## config.mk

```make
export PLATFORM = sky130hd
export DESIGN_NAME = mr_latch_sar_ctrl
export DESIGN_NICKNAME = d
export VERILOG_FILES = /design/src/rtl/mr_latch_sar_pkg.sv /design/src/rtl/mr_latch_sync.sv /design/src/rtl/mr_latch_sar_ctrl.sv
export SDC_FILE = /design/constraint.sdc
export NUM_CORES = 1
export LEC_CHECK = 0
export CORE_UTILIZATION = 45
export CTS_CLUSTER_DIAMETER = 80
export DETAILED_ROUTE_END_ITERATION = 7
export DONT_BUFFER_PORTS = 1
export PLACE_DENSITY_LB_ADDON = 0.15
export SYNTH_ARGS = -nofsm -noshare
export SYNTH_HDL_FRONTEND = slang
export SYNTH_SLANG_ARGS = --single-unit
```

## constraint.sdc

```tcl
create_clock -name clk -period 1.9 [get_ports clk]
set_input_delay 0.38 -clock clk [delete_from_list [all_inputs] [get_ports clk]]
set_output_delay 0.38 -clock clk [all_outputs]
set_load 0.1 [all_outputs]
```

## src/rtl/mr_latch_sar_pkg.sv

```systemverilog
// rtl/mr_latch_sar_pkg.sv - shared types, defaults and helpers for the latch-comparator SAR controller
package mr_latch_sar_pkg;

  localparam int DEF_WIDTH         = 8;
  localparam int DEF_SAMPLE_CYCLES = 4;
  localparam int DEF_SETTLE_CYCLES = 2;
  localparam int DEF_SYNC_STAGES   = 2;
  localparam int DEF_CMP_INVERT    = 0;

  typedef enum logic [2:0] {
    ST_IDLE   = 3'd0,
    ST_SAMPLE = 3'd1,
    ST_SETTLE = 3'd2,
    ST_DECIDE = 3'd3,
    ST_DONE   = 3'd4
  } sar_state_e;

  // Bits needed to hold values 0..n-1, never less than one.
  function automatic int cnt_width(input int n);
    return (n <= 2) ? 1 : $clog2(n);
  endfunction

endpackage

```

## src/rtl/mr_latch_sync.sv

```systemverilog
// rtl/mr_latch_sync.sv - multi-flop synchronizer for asynchronous pad/analog levels
module mr_latch_sync #(
  parameter int STAGES = 2
) (
  input  logic clk,
  input  logic rst,
  input  logic d,
  output logic q
);

  logic [STAGES-1:0] ff;

  always_ff @(posedge clk or posedge rst) begin
    if (rst) begin
      ff <= '0;
    end else begin
      ff <= {ff[STAGES-2:0], d};
    end
  end

  assign q = ff[STAGES-1];

endmodule

```

## src/rtl/mr_latch_sar_ctrl.sv

```systemverilog
// rtl/mr_latch_sar_ctrl.sv - successive-approximation controller driving the DAC and reading the latch comparator
module mr_latch_sar_ctrl
  import mr_latch_sar_pkg::*;
#(
  parameter int WIDTH         = DEF_WIDTH,
  parameter int SAMPLE_CYCLES = DEF_SAMPLE_CYCLES,
  parameter int SETTLE_CYCLES = DEF_SETTLE_CYCLES,
  parameter int SYNC_STAGES   = DEF_SYNC_STAGES,
  parameter int CMP_INVERT    = DEF_CMP_INVERT
) (
  input  logic             clk,
  input  logic             rst,
  input  logic             start,
  input  logic             cmp_in,
  output logic             sample_en,
  output logic [WIDTH-1:0] dac_code,
  output logic             busy,
  output logic [WIDTH-1:0] result,
  output logic             result_valid,
  input  logic             result_ready
);

  localparam int W      = SETTLE_CYCLES + SYNC_STAGES;
  localparam int CNT_MAX = (SAMPLE_CYCLES > W) ? SAMPLE_CYCLES : W;
  localparam int CW     = cnt_width(CNT_MAX + 1);
  localparam int IW     = cnt_width(WIDTH);

  localparam logic [CW-1:0] SAMPLE_LAST = CW'(SAMPLE_CYCLES - 1);
  localparam logic [CW-1:0] SETTLE_LAST = CW'(W - 1);
  localparam logic [IW-1:0] TOP_BIT     = IW'(WIDTH - 1);
  localparam logic          CMP_POL     = (CMP_INVERT != 0);

  sar_state_e       state;
  logic [CW-1:0]    cnt;
  logic [IW-1:0]    bit_idx;
  logic [WIDTH-1:0] acc;
  logic [WIDTH-1:0] acc_dec;
  logic             cmp_raw;
  logic             cmp_s;

  assign cmp_raw = cmp_in ^ CMP_POL;

  mr_latch_sync #(.STAGES(SYNC_STAGES)) u_cmp_sync (
    .clk (clk),
    .rst (rst),
    .d   (cmp_raw),
    .q   (cmp_s)
  );

  assign acc_dec = acc | (WIDTH'(cmp_s) << bit_idx);
  assign busy    = (state != ST_IDLE);

  always_ff @(posedge clk or posedge rst) begin
    if (rst) begin
      state        <= ST_IDLE;
      cnt          <= '0;
      bit_idx      <= '0;
      acc          <= '0;
      sample_en    <= 1'b0;
      dac_code     <= '0;
      result       <= '0;
      result_valid <= 1'b0;
    end else begin
      case (state)
        ST_IDLE: begin
          if (start) begin
            state     <= ST_SAMPLE;
            sample_en <= 1'b1;
            cnt       <= '0;
            acc       <= '0;
            result    <= '0;
            dac_code  <= '0;
          end
        end
        ST_SAMPLE: begin
          if (cnt == SAMPLE_LAST) begin
            state     <= ST_SETTLE;
            sample_en <= 1'b0;
            cnt       <= '0;
            bit_idx   <= TOP_BIT;
            dac_code  <= WIDTH'(1) << TOP_BIT;
          end else begin
            cnt <= cnt + 1'b1;
          end
        end
        ST_SETTLE: begin
          if (cnt == SETTLE_LAST) begin
            state <= ST_DECIDE;
            cnt   <= '0;
          end else begin
            cnt <= cnt + 1'b1;
          end
        end
        ST_DECIDE: begin
          acc <= acc_dec;
          if (bit_idx == '0) begin
            state        <= ST_DONE;
            dac_code     <= acc_dec;
            result       <= acc_dec;
            result_valid <= 1'b1;
          end else begin
            state    <= ST_SETTLE;
            bit_idx  <= bit_idx - 1'b1;
            dac_code <= acc_dec | (WIDTH'(1) << (bit_idx - 1'b1));
          end
        end
        ST_DONE: begin
          // A start coinciding with the transfer chains straight into the next conversion.
          if (result_ready) begin
            result_valid <= 1'b0;
            if (start) begin
              state     <= ST_SAMPLE;
              sample_en <= 1'b1;
              cnt       <= '0;
              acc       <= '0;
              result    <= '0;
              dac_code  <= '0;
            end else begin
              state    <= ST_IDLE;
              dac_code <= '0;
            end
          end
        end
        default: state <= ST_IDLE;
      endcase
    end
  end

endmodule

```

==> results.yml, run 1 <==
outcome:
  outcome: "finished, final reports clean"
grt:
  grt_start_max_net_pins: 38
  grt_pass1_wl_um: 6560
  grt-ovfl-total: 0
  track_usage: 0.206
  grt_antenna_before_repair: 0
  first_global_vias: 1374
synth:
  synthCells: 167
  yosysWarnings: 0
  synth_flop_cell: "dfrtp_1"
  synth_edf_count: 0
  ys_ff_latch: 37
  async_flop_share: 1.00
  synth_area_um2: 1800
  synth_nets: 178
  synth_area_per_cell_um2: 10.8
  ys_seq_area_frac: 0.514
  yosys.cell_types.count: 39
die:
  num_io_pins: 24
  chipHeight_um: 65.3
  start_util: 0.481
  std_cell_rows: 22
  dieArea_um2: 4260
  core-area_um2: 3740
  fp.dieW_um: 65.3
drt:
  drt_iter0_drc: 117
  postRouteAntennaNets: 0
  avgRoutedWirePerCell_um: 16.2
  drc: 0
  routed_wl_um: 3880
  vias: 1379
  dr.pass1.iters: 4
  viasPerCell: 5.77
setup_path:
  critical_path_class: "reg -> out"
  startpoint: "state[1]"
  r2r_slack_ns: 0.21
  reg2reg_depth: 5
  critPathMaxFanout: 13
  crit_arrival_ns: 1.43
  endpoint_kind: "output pin"
  regToRegEndpoint: "result[4]"
  worstReg2RegStart: "bit_idx[0]"
  startpoint_type: "register"
  critPathRequiredTime_ns: 1.52
placed_design:
  gp_congestion: 0.872
  io_buffers: 0
  dp_hpwl_um: 2840
  post_dp_cell_area_um2: 2020
sta:
  fin_skew_ns: 0.00671
  post-route-min-period_ns: 1.81
  max-slew-margin-rel: 0.395
  fin_crit_sh: 0.951
  rsz0062_at_grt: "no"
  fin_setup_tns_ns: 0
  slew_violations: 0
  setup_viol: 0
  tightest_slew_ns: 0.908
  hold_violations: 0
  max_freq_mhz: 554
clock_tree:
  path_clk_slew_ns: 0.07
  cts_htree_levels: 2
  cts.path.max_buffers: 2
  insertion_delay_ns: 0.29
  clockRootBuffer: "clkbuf_8"
  cts_tree: "yes"
  cts_num_sinks: 37
  numCtsBuffers: 5
final_layout:
  antennaDiodeCount: 0
  syn_to_final_growth_pct: 18.7
  num-nets-final: 201
  drive_above_1_share: 0.225
  nFillCells: 342
  design_area_um2: 2140
min_path:
  worstHoldPathType: "in -> async"
flow_run:
  drv_cap: 0
power:
  vdd_drop_max_uv: 902
  power_mw: 3.86
  p_leak_nw: 1.00
  power_density_nw_per_um2: 1810
==> sequential cells by signal (all words and copies together), names as in the netlist <==
signal and cells:
cnt 3, u_cmp_sync.ff 2, acc 8, result_valid 1
state 3, result 8, bit_idx 3, sample_en 1
dac_code 8
==> cells in the mapped netlist, types with 2 or more instances <==
cell type	instances	area share
dfrtp_1	37	0.51
a31oi_1	6	0.021
o2bb2ai_1	10	0.049
a221o_1	3	0.017
nand3_1	4	0.011
o21ai_0	7	0.019
nand2b_1	5	0.017
a22o_1	4	0.019
mux2_2	2	0.012
clkbuf_1	2	0.0042
nand2_1	8	0.017
nor2_1	11	0.023
o21a_1	3	0.012
inv_1	3	0.0062
buf_2	6	0.017
a21o_1	7	0.029
ha_1	6	0.042
a21oi_1	12	0.033
nor2b_1	10	0.035
a31oi_2	2	0.014
==> per-layer routing <==
metal | part of all wire | GRT usage
met5 | 0 | 0
met1 | 0.49 | 0.286
met3 | 0.045 | 0.0642
met2 | 0.46 | 0.307
met4 | 0.011 | 0.0652
==> cell usage in the layout, fill, tap and decap left out, drive strengths merged, types with 2 or more instances in the layout <==
cell	n
a22o	4
nor2	12
mux2	2
nand3	4
nor2b	10
a221o	3
a21oi	13
buf	25
inv	3
o21ai	7
clkbuf	7
ha	6
nand2	9
o2bb2ai	10
a31oi	8
nand2b	5
a21o	7
o21a	3
dfrtp	37
==> kinds of logic (layout without fill, tap and decap cells) <==
group / count (synthesis) / after routing / share of synthesized area
adders and majority gates: 6 / 6 / 0.0417
buffers and inverters: 12 / 36 / 0.0313
muxes: 3 / 3 / 0.0181
DFF: 37 / 37 / 0.514
and+or+nand+nor: 45 / 45 / 0.134
xor gates and xnor gates: 1 / 1 / 0.00486
AOI/OAI and AO/OA: 63 / 63 / 0.256
==> report_power, final <==
group | total (mW) | switching [mW] | internal, mW | leakage (nW)
Combinational | 1.78 | 1.14 | 0.640 | 0.470
Clock | 0.693 | 0.266 | 0.428 | 0.0585
Sequential | 1.39 | 0.415 | 0.976 | 0.475
Total | 3.86 | 1.82 | 2.04 | 1.00
==> how the worst max path moves through the flow <==
stage / endpoint / slack (ns)
floorplan: busy / 0.06
global placement: dac_code[0] / 0.16
global route: result[4] / 0.03
CTS: dac_code[0] / 0.03
finish: busy / 0.09
detailed placement: dac_code[0] / 0.04
==> area by class of cell <==
| type | instances | area [um2] | share of cell area |
|---|---|---|---|
| Sequential cell | 37 | 928 | 0.434 |
| Multi-Input combinational cell | 118 | 822 | 0.384 |
| Timing Repair Buffer | 25 | 200 | 0.0936 |
| Tap cell | 48 | 60.1 | 0.0281 |
| Inverter | 3 | 11.3 | 0.00527 |
| Clock buffer | 7 | 86.3 | 0.0404 |
| Clock inverter | 1 | 30.0 | 0.0140 |
==> what timing repair did <==
| action | 4_1_cts | 5_1_grt |
|---|---|---|
| hold buffers | 0 | 0 |
| setup endpoints to repair | 0 | 7 |
| endpoints found under the hold margin | 0 | 0 |
| setup buffers | 0 | 0 |
| gates resized for setup | 0 | 3 |
==> worst max-delay path, stage by stage (launching register included) <==
cell and delay [ns]:
dfrtp_1 0.52, or3_1 0.42, buf_12 0.19
==> per-stage QoR <==
step                hold WS (ns)   util  std cells  setup WS [ns]
floorplan                  0.331      -        167         0.0559
global placement           0.339  0.539        231          0.157
detailed placement         0.340  0.539        231         0.0443
CTS                       0.0946  0.570        239         0.0267
global route              0.0967  0.571        239         0.0297
finish                    0.0767  0.571        239         0.0939
No activity file was read; power rests on OpenSTA's default activity.
==> run 2: changes to the inputs <==
--- a/config.mk
+++ b/config.mk
@@ -5,7 +5,7 @@
 export SDC_FILE = /design/constraint.sdc
 export NUM_CORES = 1
 export LEC_CHECK = 0
-export CORE_UTILIZATION = 45
+export CORE_UTILIZATION = 35
 export CTS_CLUSTER_DIAMETER = 80
 export DETAILED_ROUTE_END_ITERATION = 7
 export DONT_BUFFER_PORTS = 1
==> run 2 against run 1 <==
  * Clock skew up 0.0042 ns
  * Clock power down 19%
  * Critical endpoint unchanged
  * Cell count up 9.2%
  * Final area up 0.94%
  * Power down 2.3%
  * Highest routed layer unchanged
==> results.yml, run 2 (synthesis gave the netlist of run 1 again) <==
sta:
  hold_violations: 0
  whs_ns: 0.0796
  fin_skew_ns: 0.0109
  slew_violations: 0
  fin_crit_sh: 0.973
  rsz0062_at_grt: "no"
  max_freq_mhz: 541
  fin_setup_tns_ns: 0
  post-route-min-period_ns: 1.85
  tightest_slew_ns: 0.901
  setup_viol: 0
  max-slew-margin-rel: 0.399
drt:
  drt_iter0_drc: 65
  drc: 0
  postRouteAntennaNets: 0
  vias: 1361
  routed_wl_um: 4110
  viasPerCell: 5.21
  dr.pass1.iters: 4
  avgRoutedWirePerCell_um: 15.7
final_layout:
  syn_to_final_growth_pct: 19.8
  antennaDiodeCount: 0
  reg_top3: "acc (8), dac_code (8), result (8)"
  mostFrequentLayoutCells: "dfrtp_1, buf_4, a21oi_1"
  final_common_cell: "dfrtp_1"
  num-nets-final: 205
  drive_above_1_share: 0.227
clock_tree:
  cts_htree_levels: 2
  cts_hold_buf: 0
  cts.path.max_buffers: 2
  clockRootBuffer: "clkbuf_8"
  path_clk_slew_ns: 0.07
  cts_num_sinks: 37
  numCtsBuffers: 5
  cts_tree: "yes"
  insertion_delay_ns: 0.29
die:
  start_util: 0.372
  chipHeight_um: 73.8
  std_cell_rows: 25
  core-area_um2: 4850
  dieArea_um2: 5440
  num_io_pins: 24
  fp.dieW_um: 73.8
grt:
  grt_antenna_before_repair: 0
  grt_pass1_wl_um: 6780
  track_usage: 0.171
  grt_start_max_net_pins: 38
  first_global_vias: 1345
  grt-ovfl-total: 0
setup_path:
  slowest_delay_ns: 0.52
  crit_arrival_ns: 1.47
  endpoint_kind: "output pin"
  r2r_slack_ns: 0.15
  critPathMaxFanout: 13
  worstReg2RegStart: "state[2]"
  critical_path_class: "reg -> out"
  reg2reg_depth: 4
  crit_buf_inv: 1
  startpoint: "state[2]"
  cpMaxStageDelayCell: "dfrtp_1"
  crit_chain: "or3_1 -> buf_12"
  critPathRequiredTime_ns: 1.52
  crit_family: "flip-flops"
  regToRegEndpoint: "dac_code[1]"
  startpoint_type: "register"
power:
  vdd_drop_max_uv: 595
  power_density_nw_per_um2: 1750
  p_leak_nw: 1.01
outcome:
  outcome: "finished, final reports clean"
placed_design:
  dp_hpwl_um: 2950
  gp_congestion: 0.786
  io_buffers: 0
flow_run:
  drv_cap: 0
min_path:
  worstHoldPathType: "in -> async"
-- run 2: cell types whose count changed in the layout (fill, tap and decap cells not counted) --
cell,before,now
buf_4,24,28
bufinv_16,1,0
dfrtp_1,35,36
dfrtp_2,2,1
nor2b_1,9,10
nor2b_2,1,0
-- run 2: final cells by class --
type                            count  area, um2
Multi-Input combinational cell    118        820
Timing Repair Buffer               29        230
Tap cell                           67       83.8
Inverter                            3       11.3
Sequential cell                    37        927
Fill cell                         459       2690
Clock buffer                        7       86.3
-- run 2: how the worst max path moves through the flow --
stage / slack, ns / cells past startpoint / end
3_5_place_dp: 0.20 / 4 / dac_code[1]
3_3_place_gp: 0.22 / 5 / dac_code[7]
2_1_floorplan: 0.06 / 3 / busy
5_1_grt: 0.006 / 2 / busy
4_1_cts: 0.01 / 3 / busy
6_report: 0.05 / 2 / busy
-- run 2: layer usage --
metal	wire length, um	global-route usage	up-vias
met2	1860	0.254	25
met4	65	0.0833	0
li1	-	-	666
met1	2000	0.235	665
met5	0	0	-
met3	179	0.0384	5
-- run 2: power by group --
part	internal [mW]	total [mW]	switching (mW)	leakage, nW
sequential	0.976	1.33	0.354	0.477
combinational	0.688	1.89	1.20	0.487
clock	0.288	0.558	0.270	0.0443
-- run 2: what timing repair did --
item                                    in CTS  in global routing
setup buffers                                0                  1
endpoints found under the setup margin       1                  1
gates resized for setup                      1                  0
hold endpoints to repair                     0                  0
-- run 2: through the flow --
| stage | util | instances | area [um2] | worst slack [ns] | power [mW] |
|---|---|---|---|---|---|
| final | 0.445 | 261 | 2160 | 0.0519 | 3.77 |
| after global routing | 0.445 | 261 | 2160 | 0.00597 | 4.02 |
| after CTS | 0.444 | 260 | 2150 | 0.0146 | 3.79 |
| after detailed placement | 0.426 | 253 | 2060 | 0.202 | 3.22 |
| after global placement | 0.426 | 253 | 2060 | 0.220 | 3.19 |
| after floorplan | - | 167 | 1800 | 0.0559 | 2.68 |
-- run 2: worst register-to-register path, delay by kind of cell (launching register included) --
kind | cells | cell delay [ns]
AOI/OAI and AO/OA | 1 | 0.21
DFF | 1 | 0.52
and+or+nand+nor | 3 | 0.95
==> run 3: changes to the inputs <==
--- a/config.mk
+++ b/config.mk
@@ -7,8 +7,10 @@
 export LEC_CHECK = 0
 export CORE_UTILIZATION = 35
 export CTS_CLUSTER_DIAMETER = 80
+export CTS_CLUSTER_SIZE = 28
 export DETAILED_ROUTE_END_ITERATION = 7
 export DONT_BUFFER_PORTS = 1
+export MAX_ROUTING_LAYER = met4
 export PLACE_DENSITY_LB_ADDON = 0.15
 export SYNTH_ARGS = -nofsm -noshare
 export SYNTH_HDL_FRONTEND = slang
==> run 3 against run 2 <==
  * Register-to-register slack about the same
  * First-iteration DRC count increased by 20%
  * Non-clock buffer count unchanged
  * Sequential power about the same
  * Global-route usage increased by 0.60 points
  * Core utilization stayed put
  * Highest routed layer unchanged
  * Wire length is 0.17% lower
  * Worst setup slack about the same
==> results.yml, run 3 (synthesis gave the netlist of run 1 again) <==
final_layout:
  final_common_cell: "dfrtp_1"
  multi_input_area_um2: 820
  design_area_um2: 2160
  reg_top3: "acc (8), dac_code (8), result (8)"
  regArea_um2: 927
  nFillCells: 459
  antennaDiodeCount: 0
  num-nets-final: 205
  drive_above_1_share: 0.227
  syn_to_final_growth_pct: 19.8
  mostFrequentLayoutCells: "dfrtp_1, buf_4, a21oi_1"
  post-route-util: 0.445
  fin_cells: 261
sta:
  hold_violations: 0
  fin_skew_ns: 0.0113
  tightest_slew_ns: 0.901
  max-slew-margin-rel: 0.399
  max_freq_mhz: 541
  fin_setup_tns_ns: 0
  slew_violations: 0
  fin_crit_sh: 0.973
  post-route-min-period_ns: 1.85
  setup_viol: 0
  rsz0062_at_grt: "no"
  final.setup.worst_slack_ns: 0.0516
placed_design:
  dp_hpwl_um: 2950
  post_dp_cell_area_um2: 2060
  io_buffers: 0
  dp.cells: 253
  place_ws_ns: 0.202
  gp_congestion: 0.797
grt:
  use_met1: 0.241
  use_met2: 0.252
  gr-max-usage-layer: "met2"
  grt_antenna_before_repair: 0
  grt_start_max_net_pins: 38
  use_met3: 0.0357
  grt-ovfl-total: 0
  grt_pass1_wl_um: 6800
  track_usage: 0.177
  first_global_vias: 1339
die:
  std_cell_rows: 25
  fp.dieW_um: 73.8
  start_util: 0.372
  chipHeight_um: 73.8
  core-area_um2: 4850
  dieArea_um2: 5440
  num_io_pins: 24
setup_path:
  worstReg2RegStart: "state[2]"
  critPathRequiredTime_ns: 1.52
  critical_path_class: "reg -> out"
  regToRegEndpoint: "dac_code[1]"
  endpoint_kind: "output pin"
  r2r_slack_ns: 0.14
  reg2reg_depth: 4
  critPathMaxFanout: 13
  startpoint_type: "register"
  crit_arrival_ns: 1.47
clock_tree:
  cts_htree_levels: 2
  insertion_delay_ns: 0.29
  cts_hold_buf: 0
  clockRootBuffer: "clkbuf_8"
  cts_tree: "yes"
  cts.path.max_buffers: 2
  path_clk_slew_ns: 0.07
  numCtsBuffers: 5
  cts_num_sinks: 37
drt:
  vias: 1363
  dr.pass1.iters: 4
  viasPerCell: 5.22
  drt_iter0_drc: 78
  avgRoutedWirePerCell_um: 15.7
  postRouteAntennaNets: 0
  drc: 0
  routed_wl_um: 4100
flow_run:
  drv_cap: 0
min_path:
  worstHoldPathType: "in -> async"
power:
  vdd_drop_max_uv: 595
  p_leak_nw: 1.01
  power_density_nw_per_um2: 1750
outcome:
  outcome: "finished, final reports clean"
## run 3: report_power, final
| group | switching [mW] | leakage (nW) | internal [mW] |
|---|---|---|---|
| Clock | 0.270 | 0.0443 | 0.288 |
| Combinational | 1.20 | 0.487 | 0.688 |
| Sequential | 0.354 | 0.477 | 0.976 |
## run 3: what timing repair did
action                                  4_1_cts  5_1_grt
buffers inserted                              0        1
gates resized for setup                       1        0
endpoints found under the setup margin        1        1
## run 3: final cells by class
type / instances / share of cell area
Clock buffer: 7 / 0.0400
Tap cell: 67 / 0.0388
Inverter: 3 / 0.00522
Sequential cell: 37 / 0.430
Timing Repair Buffer: 29 / 0.107
Multi-Input combinational cell: 118 / 0.380
## run 3: worst max path at each step
| stage | start | to | slack (ns) |
|---|---|---|---|
| global placement | cnt[0] | dac_code[7] | 0.22 |
| global route | state[2] | busy | 0.006 |
| CTS | state[1] | busy | 0.01 |
| finish | state[2] | busy | 0.05 |
| detailed placement | state[2] | dac_code[1] | 0.20 |
| floorplan | state[1] | busy | 0.06 |
## run 3: per-layer routing
metal,part of all wire,routed length [um]
met1,0.49,2020
met2,0.45,1850
met3,0.040,163
met4,0.016,65
met5,0,0
## run 3: critical path: stages (launching register included)
cell	delay, ns
dfrtp_1	0.52
or3_1	0.46
buf_12	0.19
## run 3: through the flow
| step | hold WS (ns) | power, mW |
|---|---|---|
| global placement | 0.333 | 3.19 |
| finish | 0.0796 | 3.77 |
| floorplan | 0.331 | 2.68 |
| CTS | 0.0983 | 3.79 |
| global route | 0.112 | 4.02 |
| detailed placement | 0.335 | 3.22 |
==> variant, RTL diff (settings of run 1) <==
The package constant `DEF_WIDTH` goes from 8 to 6.
--- a/src/rtl/mr_latch_sar_pkg.sv
+++ b/src/rtl/mr_latch_sar_pkg.sv
@@ -3,3 +3,3 @@
 
-  localparam int DEF_WIDTH         = 8;
+  localparam int DEF_WIDTH         = 6;
   localparam int DEF_SAMPLE_CYCLES = 4;
Ports: changed (resized dac_code and result); port bits go from 24 to 20. The function was not compared with the original's and may differ.
==> variant against run 1 <==
Wire length is 23% lower. Cell area down 19%. Synthesized cell count down 19%. Area after synthesis fell by 16%. Sequential cell count shrank 6. Setup slack worse by 0.023 ns.
Power is not shown: default switching activity piles up to over one toggle a cycle in this logic, so the estimate is an artifact.
==> variant: results (changes against run 1) <==
* Status: finished, final reports clean (unchanged)
* Worst hold-check path type: in -> async (unchanged)
* Number of warnings printed during yosys synthesis at 0 (unchanged)
* Vias in the first global route at 1150 (was 1374)
* Total DRC errors in the routed layout at 0 (unchanged)
* Final antenna diode count at 0 (unchanged)
* H-Tree Level Count at 2 (unchanged)
* Weighted congestion at the end of routability-driven global placement at 0.923 (was 0.872)
* Via count of the routed design at 1126 (was 1379)
* Mean routed wirelength per cell at 15.0 µm (was 16.2 µm)
* Cell class contributing the biggest share of worst-path delay: flip-flops (unchanged)
* Post-layout net count at 168 (was 201)
* Number of clock buffers inserted by TritonCTS at 5 (unchanged)
* Total GRT Usage at 0.201 (was 0.206)
* Starting DRT DRC Count at 19 (was 117)
* Share of synthesized registers carrying an async set or reset at 1.00 (unchanged)
* Fill count at 281 (was 342)
* Worst-path fanout max at 12 (was 13)
* Sequential fraction of the synthesis area at 0.513 (was 0.514)
* Post CTS Setup Buffer Count at 0 (unchanged)
* Critical path's largest stage delay at 0.50 ns (was 0.52 ns)
* Root Buffer Master: sky130_fd_sc_hd__clkbuf_4 (was sky130_fd_sc_hd__clkbuf_8)
* Wire length of the first global-routing pass at 5200 µm (was 6560 µm)
* Syn nets at 148 (was 178)
* CP arrival at 1.45 ns (was 1.43 ns)
* Worst-Skew Late Latency at 0.33 ns (was 0.29 ns)
* Regs by FF count: acc (6), dac_code (6), result (6) (was acc (8), dac_code (8), result (8))
* Biggest area contributors in the synthesized netlist: sky130_fd_sc_hd__dfrtp_1, sky130_fd_sc_hd__ha_1, sky130_fd_sc_hd__o2bb2ai_1, sky130_fd_sc_hd__a31oi_1, sky130_fd_sc_hd__a21o_1 (was sky130_fd_sc_hd__dfrtp_1, sky130_fd_sc_hd__o2bb2ai_1, sky130_fd_sc_hd__ha_1, sky130_fd_sc_hd__nor2b_1, sky130_fd_sc_hd__a21oi_1)
* Total of buffers placed on input and output ports at 0 (unchanged)
* Clock slew at reported path FFs at 0.09 ns (was 0.07 ns)
* Pin count of the biggest net entering global routing at 32 (was 38)
* Clock skew at 0.00411 ns (was 0.00671 ns)
* Top cells by instance count after synthesis: sky130_fd_sc_hd__dfrtp_1, sky130_fd_sc_hd__nor2_1, sky130_fd_sc_hd__a31oi_1, sky130_fd_sc_hd__nand2_1 (was sky130_fd_sc_hd__dfrtp_1, sky130_fd_sc_hd__a21oi_1, sky130_fd_sc_hd__nor2_1, sky130_fd_sc_hd__nor2b_1, sky130_fd_sc_hd__o2bb2ai_1)
* Post-DP HPWL at 2290 µm (was 2840 µm)
* Number of library cell types mapped by synthesis at 39 (unchanged)
* Worst slew margin at 0.395 (about the same)
* Count of TritonRoute iterations in the first routing pass at 4 (unchanged)
* Dpl ws at 0.243 ns (was 0.0443 ns)
* Fraction of final layout cells sized beyond drive strength 1 at 0.224 (was 0.225)
* Number of antenna violations at the first check in global routing at 0 (unchanged)
* Slowest stage cell on the critical path: sky130_fd_sc_hd__dfrtp_2 (was sky130_fd_sc_hd__dfrtp_1)
* Maximum clock insertion buffer count at 2 (unchanged)
variant: stage by stage:
stage / utilization / hold WS (ns) / area, µm² / std cells
4_1_cts: 0.550 / 0.00793 / 1720 / 200
5_1_grt: 0.550 / 0.0234 / 1720 / 200
2_1_floorplan: - / 0.331 / 1510 / 136
3_3_place_gp: 0.532 / 0.339 / 1660 / 193
6_report: 0.550 / 0.00581 / 1720 / 200
3_5_place_dp: 0.532 / 0.339 / 1660 / 193
variant: kinds of logic (layout without fill, tap and decap cells):
kind of cell               Yosys count  after routing  share of synthesized area
xor gates and xnor gates             1              1                    0.00579
buffers and inverters                8             28                     0.0306
and+or+nand+nor                     43             43                      0.168
muxes                                2              2                     0.0165
DFF                                 31             31                      0.513
AOI/OAI and AO/OA                   44             44                      0.208
adders and majority gates            7              7                     0.0579
variant: worst paths after layout:
kind                       cells after the start          endpoint              from  slack, ns
setup / recovery                               2              busy          state[2]       0.07
hold / removal                                 2         sample_en               rst      0.006
setup reg to reg                               5       dac_code[0]        bit_idx[1]       0.20
hold reg to reg                                0  u_cmp_sync.ff[1]  u_cmp_sync.ff[0]       0.36
max in group asynchronous                      2          state[2]               rst       1.60
min in group clk                               0  u_cmp_sync.ff[0]            cmp_in       0.07
variant: what timing repair did:
action,CTS,global route
endpoints found under the hold margin,0,0
hold buffers,0,0
gates resized for setup,0,1
endpoints found under the setup margin,0,1
variant: cell type report:
class,instances,share of cell area
tap,44,0.0320
sequential,31,0.451
clock buffer,6,0.0298
inverter,4,0.00872
multi-input combinational,97,0.401
clock inverter,1,0.00291
timing repair buffer,17,0.0741
variant: layer usage:
layer  track usage  vias to the layer above  share of wire
li1              -                      543              -
met4         0.110                        0          0.023
met3        0.0563                       10          0.043
met2         0.289                       26           0.44
met5             0                        -              0
met1         0.273                      547           0.49
